===== src/rtl/keypad_scanner.sv =====
// 4x4 keypad row scanner: drives one row low at a time, samples columns,
// and debounces whole-scan results into a key code, valid strobe and held flag.
module keypad_scanner #(
  parameter int ROW_HOLD       = 2,
  parameter int DEBOUNCE_SCANS = 3
) (
  input  logic       clk_1kHz,
  input  logic       rst,
  input  logic [3:0] col_in,
  output logic [3:0] row,
  output logic [3:0] key_code,
  output logic       key_valid,
  output logic       key_down,
  output logic       multi_err
);

  localparam int HW = (ROW_HOLD > 1) ? $clog2(ROW_HOLD) : 1;
  localparam int CW = $clog2(DEBOUNCE_SCANS + 1);
  localparam logic [HW-1:0] HOLD_LAST = HW'(ROW_HOLD - 1);
  localparam logic [CW-1:0] DS        = CW'(DEBOUNCE_SCANS);

  typedef enum logic [1:0] {IDLE, DEBOUNCE, HELD} state_e;

  logic          active_q;
  logic [1:0]    row_idx_q, row_idx_d;
  logic [HW-1:0] hold_cnt_q, hold_cnt_d;
  logic [1:0]    hits_q, hits_d;
  logic [3:0]    code_q, code_d;
  state_e        state_q, state_d;
  logic [CW-1:0] cnt_q, cnt_d, rel_q, rel_d;
  logic [3:0]    cand_q, cand_d;
  logic [3:0]    key_code_q, key_code_d;
  logic          key_valid_q, key_valid_d;
  logic          key_down_q, key_down_d;
  logic          multi_err_q, multi_err_d;

  logic          sample, scan_end;
  logic [2:0]    nlow, hits_sum;
  logic [1:0]    low_col, hits_new;
  logic [3:0]    code_new;
  logic          res_none, res_single, res_multi;

  // Scan engine: row stepping plus per-scan hit accumulation.
  always_comb begin
    nlow    = 3'd0;
    low_col = 2'd0;
    for (int i = 3; i >= 0; i--) begin
      nlow = nlow + {2'b00, ~col_in[i]};
      if (!col_in[i]) low_col = 2'(i);
    end

    sample     = active_q && (hold_cnt_q == HOLD_LAST);
    scan_end   = sample && (row_idx_q == 2'd3);
    hits_sum   = {1'b0, hits_q} + (sample ? nlow : 3'd0);
    hits_new   = (hits_sum >= 3'd2) ? 2'd2 : hits_sum[1:0];
    code_new   = (sample && hits_q == 2'd0 && nlow != 3'd0) ? {row_idx_q, low_col} : code_q;
    res_none   = (hits_new == 2'd0);
    res_single = (hits_new == 2'd1);
    res_multi  = (hits_new == 2'd2);

    hold_cnt_d = hold_cnt_q;
    row_idx_d  = row_idx_q;
    hits_d     = hits_new;
    code_d     = code_new;
    if (active_q) begin
      if (sample) begin
        hold_cnt_d = '0;
        row_idx_d  = row_idx_q + 2'd1;
      end else begin
        hold_cnt_d = hold_cnt_q + 1'b1;
      end
    end
    if (scan_end) begin
      hits_d = 2'd0;
      code_d = 4'd0;
    end
  end

  // Debounce FSM, stepped only by completed scans.
  always_comb begin
    logic          accept;
    logic [3:0]    accept_code;
    logic [CW-1:0] inc;
    state_d     = state_q;
    cnt_d       = cnt_q;
    rel_d       = rel_q;
    cand_d      = cand_q;
    key_code_d  = key_code_q;
    key_valid_d = 1'b0;
    key_down_d  = key_down_q;
    multi_err_d = scan_end && res_multi;
    accept      = 1'b0;
    accept_code = cand_q;
    inc         = '0;

    if (scan_end) begin
      case (state_q)
        IDLE: begin
          if (res_single) begin
            cand_d = code_new;
            cnt_d  = CW'(1);
            if (DEBOUNCE_SCANS <= 1) begin
              accept      = 1'b1;
              accept_code = code_new;
            end else begin
              state_d = DEBOUNCE;
            end
          end
        end
        DEBOUNCE: begin
          if (res_single && code_new == cand_q) begin
            inc = (cnt_q < DS) ? cnt_q + 1'b1 : cnt_q;
            if (inc == DS) accept = 1'b1;
            else cnt_d = inc;
          end else begin
            state_d = IDLE;
            cnt_d   = '0;
          end
        end
        HELD: begin
          if (res_none) begin
            inc = (rel_q < DS) ? rel_q + 1'b1 : rel_q;
            if (inc == DS) begin
              key_down_d = 1'b0;
              state_d    = IDLE;
              rel_d      = '0;
            end else begin
              rel_d = inc;
            end
          end else begin
            rel_d = '0;
          end
        end
        default: state_d = IDLE;
      endcase
    end

    if (accept) begin
      key_code_d  = accept_code;
      key_valid_d = 1'b1;
      key_down_d  = 1'b1;
      state_d     = HELD;
      cnt_d       = '0;
      rel_d       = '0;
    end
  end

  always_ff @(posedge clk_1kHz) begin
    if (rst) begin
      active_q    <= 1'b0;
      row_idx_q   <= 2'd0;
      hold_cnt_q  <= '0;
      hits_q      <= 2'd0;
      code_q      <= 4'd0;
      state_q     <= IDLE;
      cnt_q       <= '0;
      rel_q       <= '0;
      cand_q      <= 4'd0;
      key_code_q  <= 4'd0;
      key_valid_q <= 1'b0;
      key_down_q  <= 1'b0;
      multi_err_q <= 1'b0;
    end else begin
      active_q    <= 1'b1;
      row_idx_q   <= row_idx_d;
      hold_cnt_q  <= hold_cnt_d;
      hits_q      <= hits_d;
      code_q      <= code_d;
      state_q     <= state_d;
      cnt_q       <= cnt_d;
      rel_q       <= rel_d;
      cand_q      <= cand_d;
      key_code_q  <= key_code_d;
      key_valid_q <= key_valid_d;
      key_down_q  <= key_down_d;
      multi_err_q <= multi_err_d;
    end
  end

  // Rows stay released during reset; scanning begins the cycle after it lifts.
  assign row       = active_q ? ~(4'b0001 << row_idx_q) : 4'b1111;
  assign key_code  = key_code_q;
  assign key_valid = key_valid_q;
  assign key_down  = key_down_q;
  assign multi_err = multi_err_q;

endmodule

===== config.mk =====
export PLATFORM = sky130hd
export DESIGN_NAME = keypad_scanner
export DESIGN_NICKNAME = d
export VERILOG_FILES = /design/src/rtl/keypad_scanner.sv
export SDC_FILE = /design/constraint.sdc
export NUM_CORES = 1
export LEC_CHECK = 0
export CAP_MARGIN = 20
export CORE_MARGIN = 10
export CORE_UTILIZATION = 50
export CTS_CLUSTER_DIAMETER = 80
export DETAILED_ROUTE_END_ITERATION = 16
export PLACE_DENSITY_LB_ADDON = 0.1
export SLEW_MARGIN = 20
export SYNTH_ARGS = -nofsm -noshare
export SYNTH_HDL_FRONTEND = slang
export SYNTH_SLANG_ARGS = --single-unit

===== constraint.sdc =====
create_clock -name clk_1kHz -period 3 [get_ports clk_1kHz]
set_input_delay 0.6 -clock clk_1kHz [delete_from_list [all_inputs] [get_ports clk_1kHz]]
set_output_delay 0.6 -clock clk_1kHz [all_outputs]
set_load 0.05 [all_outputs]

== Word level (Yosys, flattened, before mapping) ==
Index checks and enable logic that the tools add are counted.
W data, S select, Z words.

* Add/subtract/negate cells: 8
* $lt $le $gt $ge: 3
* Equal/unequal tests: 17
* Shifts and indexed selects: 1
* Mux-type cells: 34
* Bitwise gates (word level): 5
* Reduce and logical (&&, ||, !) cells: 24

{| class="wikitable"
|+ Operators by type and width
! cell !! number
|-
| $mux W2 || 17
|-
| $ne A3 B3 Y1 const B || 5
|-
| $mux W1 || 12
|-
| $eq A2 B2 Y1 const B || 5
|-
| $reduce_and A5 Y1 || 2
|-
| $reduce_bool A2 Y1 || 5
|-
| $mux W4 || 2
|-
| $ne A2 B2 Y1 const B || 4
|-
| $reduce_and A4 Y1 || 2
|-
| $add A2 B1 Y2 const B || 3
|-
| $logic_and A1 B1 Y1 || 6
|-
| $logic_not A2 Y1 || 3
|-
| $pmux W2 S3 || 1
|-
| $eq A2 B1 Y1 const B || 2
|-
| $eq A4 B4 Y1 || 1
|-
| $lt A2 B2 Y1 const B || 2
|-
| $not A1 Y1 || 4
|-
| $not A4 Y4 || 1
|-
| $pmux W2 S2 || 1
|-
| $reduce_and A2 Y1 || 2
|-
| $reduce_or A2 Y1 || 2
|-
| $shl A1 B2 Y4 const A || 1
|-
| $add A2 B1 Y3 || 1
|-
| $add A2 B3 Y3 || 1
|-
| other kinds (7) || 7
|}

* Bits in registers: 27
* Input bits: 6
* Output and inout port bits: 11
* Word-level logic and storage cells: 106

== Logic depth before layout (Yosys ltp) ==
* Word-level depth: 15
* Gate-level depth with buffers: 12

== Least setup slack after synthesis ==
No wires, ideal clock.

* Path kind: in2reg
* From: in col_in[2]
* To: reg state_q[0]
* Library setup time: 80 ps
* Arrival: 3050 ps
* Data required time: 2920 ps
* Path slack: -130 ps
* Cell stages on the path: 12
* Buffers on the path: 0
* Path through: inv_1 fa_1 ha_1 and3_1 ha_1 inv_1 fa_1 xnor2_1 and3_1 o211a_4 nand4b_1 a211oi_2

* Cells in the longest elaborated chain, start to end: 14

{| class="wikitable"
|+ Ends and longest elaborated chain
! what !! line !! RTL
|-
| from (decl) || 9 || <nowiki>input logic [3:0] col_in,</nowiki>
|-
| $not A1 Y1 || 48 || <nowiki>nlow = nlow + {2'b00, ~col_in[i]};</nowiki>
|-
| $add A1 B1 Y2 || 48 ||
|-
| $add A2 B1 Y3 || 48 ||
|-
| $add A3 B1 Y3 || 48 ||
|-
| $mux W3 || 54 || <nowiki>hits_sum = {1'b0, hits_q} + (sample ? nlow : 3'd0);</nowiki>
|-
| $add A2 B3 Y3 || 54 ||
|-
| $ge A3 B2 Y1 || 55 || <nowiki>hits_new = (hits_sum >= 3'd2) ? 2'd2 : hits_sum[1:0];</nowiki>
|-
| $mux W2 || 55 ||
|-
| $eq A2 B1 Y1 || 58 || <nowiki>res_single = (hits_new == 2'd1);</nowiki>
|-
| $logic_and A1 B1 Y1 || 111 || <nowiki>if (res_single && code_new == cand_q) begin</nowiki>
|-
| $mux W1 || 111 ||
|-
| $mux W1 || 97 || <nowiki>case (state_q)</nowiki>
|-
| $mux W1 || 96 || <nowiki>if (scan_end) begin</nowiki>
|-
| $reduce_or A2 Y1 (no source line) || - ||
|-
| to (signal assigned) || 169 || <nowiki>state_q <= state_d;</nowiki>
|-
| to (decl) || 29 || <nowiki>state_e state_q, state_d;</nowiki>
|}

Parallel ways exist; a longest one is shown, timed or not.
A chain may end at the register's enable or synchronous reset.

== Worst setup path in the final report ==
Same ends and word-level chain as after synthesis.

==> results.md <==
- The flow ran to the end, and the final reports show no timing, DRC or antenna violations.
- The chip height is 75.80 um.
- In the routed design, unresolved DRC markers number 0.
- The part of the total power dissipated in sequential elements is 52.0%.
- The number of port buffers is 16.
- The core area is 0.003028 sq mm.
- The count of flip-flops with a built-in enable after synthesis is 0.
- The count of antenna diodes in the layout is 0.
- Counting I/O delays and the setup requirement, the final critical path takes 2.938 ns.
- The via total after detailed routing is 1392.
- The post-placement cell count is 245.
- TritonCTS created 3 clock buffers.
- The internal power of the cells totals 0.0005065 W.
- The net count after synthesis is 195.
- Yosys printed 0 warnings.
- The latest clock arrival within the worst-skew pair is 0.34 ns.
- The mean area per synthesized cell is 8.744 sq um.
- Counting flops with an async set or reset pin after synthesis yields a share of 0%.
- The detailed-router iteration count before antenna repair is 4.
- The part of the total power dissipated in combinational logic is 25.0%.
- The final hold violation count is 0.
- The routed design has 3679 um of wire.
- The total clock sinks is 27.
- Dividing the final minimum period by the clock period gives 97.92%.
- The area added between synthesis and finish is 31.35%.
- The maximum VDD drop is 0.0003007 V.
- Using the TritonRoute via totals, the vias-per-cell ratio works out to 5.480.
- Detailed placement ended at an HPWL of 2738 um.
- Setup violations remaining at the end of the flow were counted as 0.
- The capturing element type of the critical path is a flop.
- The switching share of power is 30.07%.
- The analysis attributes to cell leakage a power of 0.6973 nW.
- In this run the deepest clock path goes through 2 buffers.
- Setup repair after global routing could not meet its margin everywhere.
- For the pin with the worst max-slew slack, the measured transition is 0.5256 ns.
- The floorplan step defined a die boundary enclosing 0.005745 sq mm.
- In this run, distinct cell masters in the synthesized netlist total 40.
- Per report_power, the clock group accounts for 23.0% of the total.
- The post-synthesis cell area is 0.001556 sq mm.
- The initial antenna violation count is 0.
- The number of global-route vias before repair was 1400.
- The post-synthesis instance total is 178.
- For the worst setup path, the data required time is 3.27 ns.
- The predominant post-synthesis flop cell is sky130_fd_sc_hd__dfxtp_1.
- After global routing the overflow that remains totals 0.
- Entering global routing, the biggest net connects 17 pins.
- The power density over the cells is 354.3 mW/mm^2.
- The total routing usage reported by global routing is 13.70%.
- Routability-driven placement finished with a final weighted congestion of 0.8587.
- Of all nets on the critical path, the largest fanout is 7.
- The register bit total from synthesis is 27.
- After floorplanning, the core was divided into 20 placement rows.
- Hold repair after CTS inserted 0 buffers.
- The effective utilization at floorplan is 51.40%.
- The final layout net count is 228.
- The type of the worst setup path is in2reg.
- The first global-routing pass estimated 6223 um of wire.
- Leaving out filler cells and counting taps, the final layout contains 254.
- The worst setup path is launched from an input port.
- The number of H-tree branching levels is 1.
- The net switching power is 0.0002178 W.
- The horizontal extent of the die is 75.80 um.
- The data arrival at the endpoint of the critical path is 3.21 ns.
- After detailed routing, the average wire length per cell comes to 14.48 um.
- The tree is rooted in a sky130_fd_sc_hd__clkbuf_4.
- The number of pins exceeding their max-slew limit in the final report is 0.
- The worst-case clock skew is 0.008884 ns.
- The fmax is 340.4 MHz.
- The share of the yosys chip area belonging to registers is 34.73%.
- Measured against its own limit, the worst slew margin works out to 64.89%.
- The top-level I/O count is 17.
- The path class of the lowest-slack min-delay path is reg2reg.
- After clock tree synthesis, the clock-pin slew on the worst setup and hold paths is 0.16 ns.
- The remaining number of nets flagged by the antenna check after routing is 0.
- The fraction of layout cells with a size suffix above 1 is 28.10%.
- The TritonCTS clock tree is yes.
- The detailed router finished its first iteration with 132 violations.
- The tool flagged a number of max-cap violations equal to 0.
- Total power for the finished layout comes to 0.0007243 W.
flip-flops by register name, summed over array words and instances, names as in the netlist:
signal,cells
key_down,1
key_valid,1
cnt_q,2
state_q,2
hits_q,2
multi_err,1
hold_cnt_q,1
code_q,4
rel_q,2
active_q,1
row_idx_q,2
cand_q,4
key_code,4
layout by cell type, fill, tap and decap left out, types with 6 or more instances in the layout:
cell type                          n
sky130_fd_sc_hd__ha_1              6
sky130_fd_sc_hd__nand2_1          12
sky130_fd_sc_hd__nand4_1           7
sky130_fd_sc_hd__clkdlybuf4s50_1  13
sky130_fd_sc_hd__o21ai_0           9
sky130_fd_sc_hd__dfxtp_1          27
sky130_fd_sc_hd__inv_1             9
sky130_fd_sc_hd__a21oi_1          13
sky130_fd_sc_hd__nor2_1           19
sky130_fd_sc_hd__buf_4            19
metrics by stage:
| stage | worst slack (ns) | hold WS [ns] | util [%] | TNS (ns) | instance area [sq um] |
|---|---|---|---|---|---|
| global placement | -0.7660 | 0.4624 | 61.82 | -13.76 | 1872 |
| CTS | 0.008796 | 0.4856 | 65.33 | 0 | 1978 |
| finish | 0.06243 | 0.4842 | 67.52 | 0 | 2044 |
| detailed placement | -0.8489 | 0.4657 | 61.82 | -15.20 | 1872 |
| floorplan | -0.04177 | 0.4594 | - | -0.2782 | 1592 |
| global route | -0.006292 | 0.5115 | 67.52 | -0.01440 | 2044 |
cell usage after synthesis, types with 2 or more instances:
library cell | n | share of area, %
sky130_fd_sc_hd__dfxtp_1 | 27 | 35
sky130_fd_sc_hd__nand2_1 | 12 | 2.9
sky130_fd_sc_hd__nand3_1 | 7 | 2.3
sky130_fd_sc_hd__or3_1 | 2 | 0.80
sky130_fd_sc_hd__a21oi_1 | 13 | 4.2
sky130_fd_sc_hd__nand4_1 | 7 | 2.8
sky130_fd_sc_hd__fa_1 | 2 | 2.6
sky130_fd_sc_hd__buf_2 | 2 | 0.64
sky130_fd_sc_hd__a211oi_1 | 5 | 2.4
sky130_fd_sc_hd__and2_1 | 4 | 1.6
sky130_fd_sc_hd__nor3_1 | 3 | 0.96
sky130_fd_sc_hd__clkbuf_1 | 2 | 0.48
sky130_fd_sc_hd__nor2_1 | 20 | 4.8
sky130_fd_sc_hd__ha_1 | 9 | 7.2
sky130_fd_sc_hd__nor4_1 | 3 | 1.2
sky130_fd_sc_hd__nand2b_1 | 4 | 1.6
sky130_fd_sc_hd__o21ai_0 | 9 | 2.9
sky130_fd_sc_hd__a22oi_1 | 2 | 0.96
sky130_fd_sc_hd__o41ai_2 | 2 | 2.1
sky130_fd_sc_hd__nor3b_1 | 2 | 0.96
sky130_fd_sc_hd__and3_1 | 4 | 1.6
sky130_fd_sc_hd__nand3_2 | 2 | 1.3
sky130_fd_sc_hd__nand3b_1 | 2 | 0.96
sky130_fd_sc_hd__inv_1 | 13 | 3.1
sky130_fd_sc_hd__xnor2_1 | 3 | 1.7
sky130_fd_sc_hd__buf_4 | 3 | 1.4
power by group through the flow:
stage	Sequential [W]	Clock [W]	Combinational [W]
finish	0.000377	0.000166	0.000181
global route	0.000378	0.000188	0.000197
CTS	0.000376	0.000173	0.000166
detailed placement	0.000383	0	0.000148
global placement	0.000383	0	0.000145
floorplan	0.000378	0	0.0000995
area by class of cell:
type	instances	area (sq um)
flip-flops and latches	27	540.5
well taps	44	55.05
clock inverters	1	7.507
fillers	251	983.4
repair buffers	35	314.1
multi-input cells	131	1046
inverters	13	58.81
clock buffers	3	22.52
kinds of logic (layout without fill, tap and decap cells):
family | after synthesis | count (layout) | synth area share [%]
AND/OR/NAND/NOR | 79 | 79 | 30.38
adder cells (fa/ha/maj) | 11 | 11 | 9.807
XOR/XNOR | 3 | 3 | 1.688
AO/OA/AOI/OAI | 38 | 38 | 17.68
flip-flops | 27 | 27 | 34.73
buffers and inverters | 20 | 52 | 5.708
worst max-delay path: stages:
cell	delay, ns
sky130_fd_sc_hd__buf_8	0.11
sky130_fd_sc_hd__inv_8	0.04
sky130_fd_sc_hd__fa_2	0.46
sky130_fd_sc_hd__ha_4	0.30
sky130_fd_sc_hd__and3_4	0.19
sky130_fd_sc_hd__ha_4	0.12
sky130_fd_sc_hd__inv_2	0.03
sky130_fd_sc_hd__fa_2	0.39
sky130_fd_sc_hd__xnor2_4	0.20
sky130_fd_sc_hd__and3_4	0.25
sky130_fd_sc_hd__o211a_4	0.21
sky130_fd_sc_hd__nand4b_1	0.12
sky130_fd_sc_hd__a211oi_2	0.19
layer usage:
layer	GRT usage, %	vias to the layer above	wire length (um)
li1	-	709	-
met1	16.26	658	1652
met2	24.06	19	1862
met3	2.604	6	114
met4	4.536	0	49
met5	0	-	0
final timing paths:
kind               start     endpoint  slack, ns  cells after the start
min          key_code[2]  key_code[2]       0.48                      2
min reg2reg  key_code[2]  key_code[2]       0.48                      2
max            col_in[2]   state_q[0]       0.06                     13
max reg2reg   hold_cnt_q   state_q[0]       0.52                      9
what timing repair did:
| action | 4_1_cts | 5_1_grt |
|---|---|---|
| pin swaps | 9 | 7 |
| buffers inserted | 4 | 1 |
| setup endpoints to repair | 21 | 12 |
| gates resized for setup | 21 | 13 |
(Power assumes the default switching activity.)
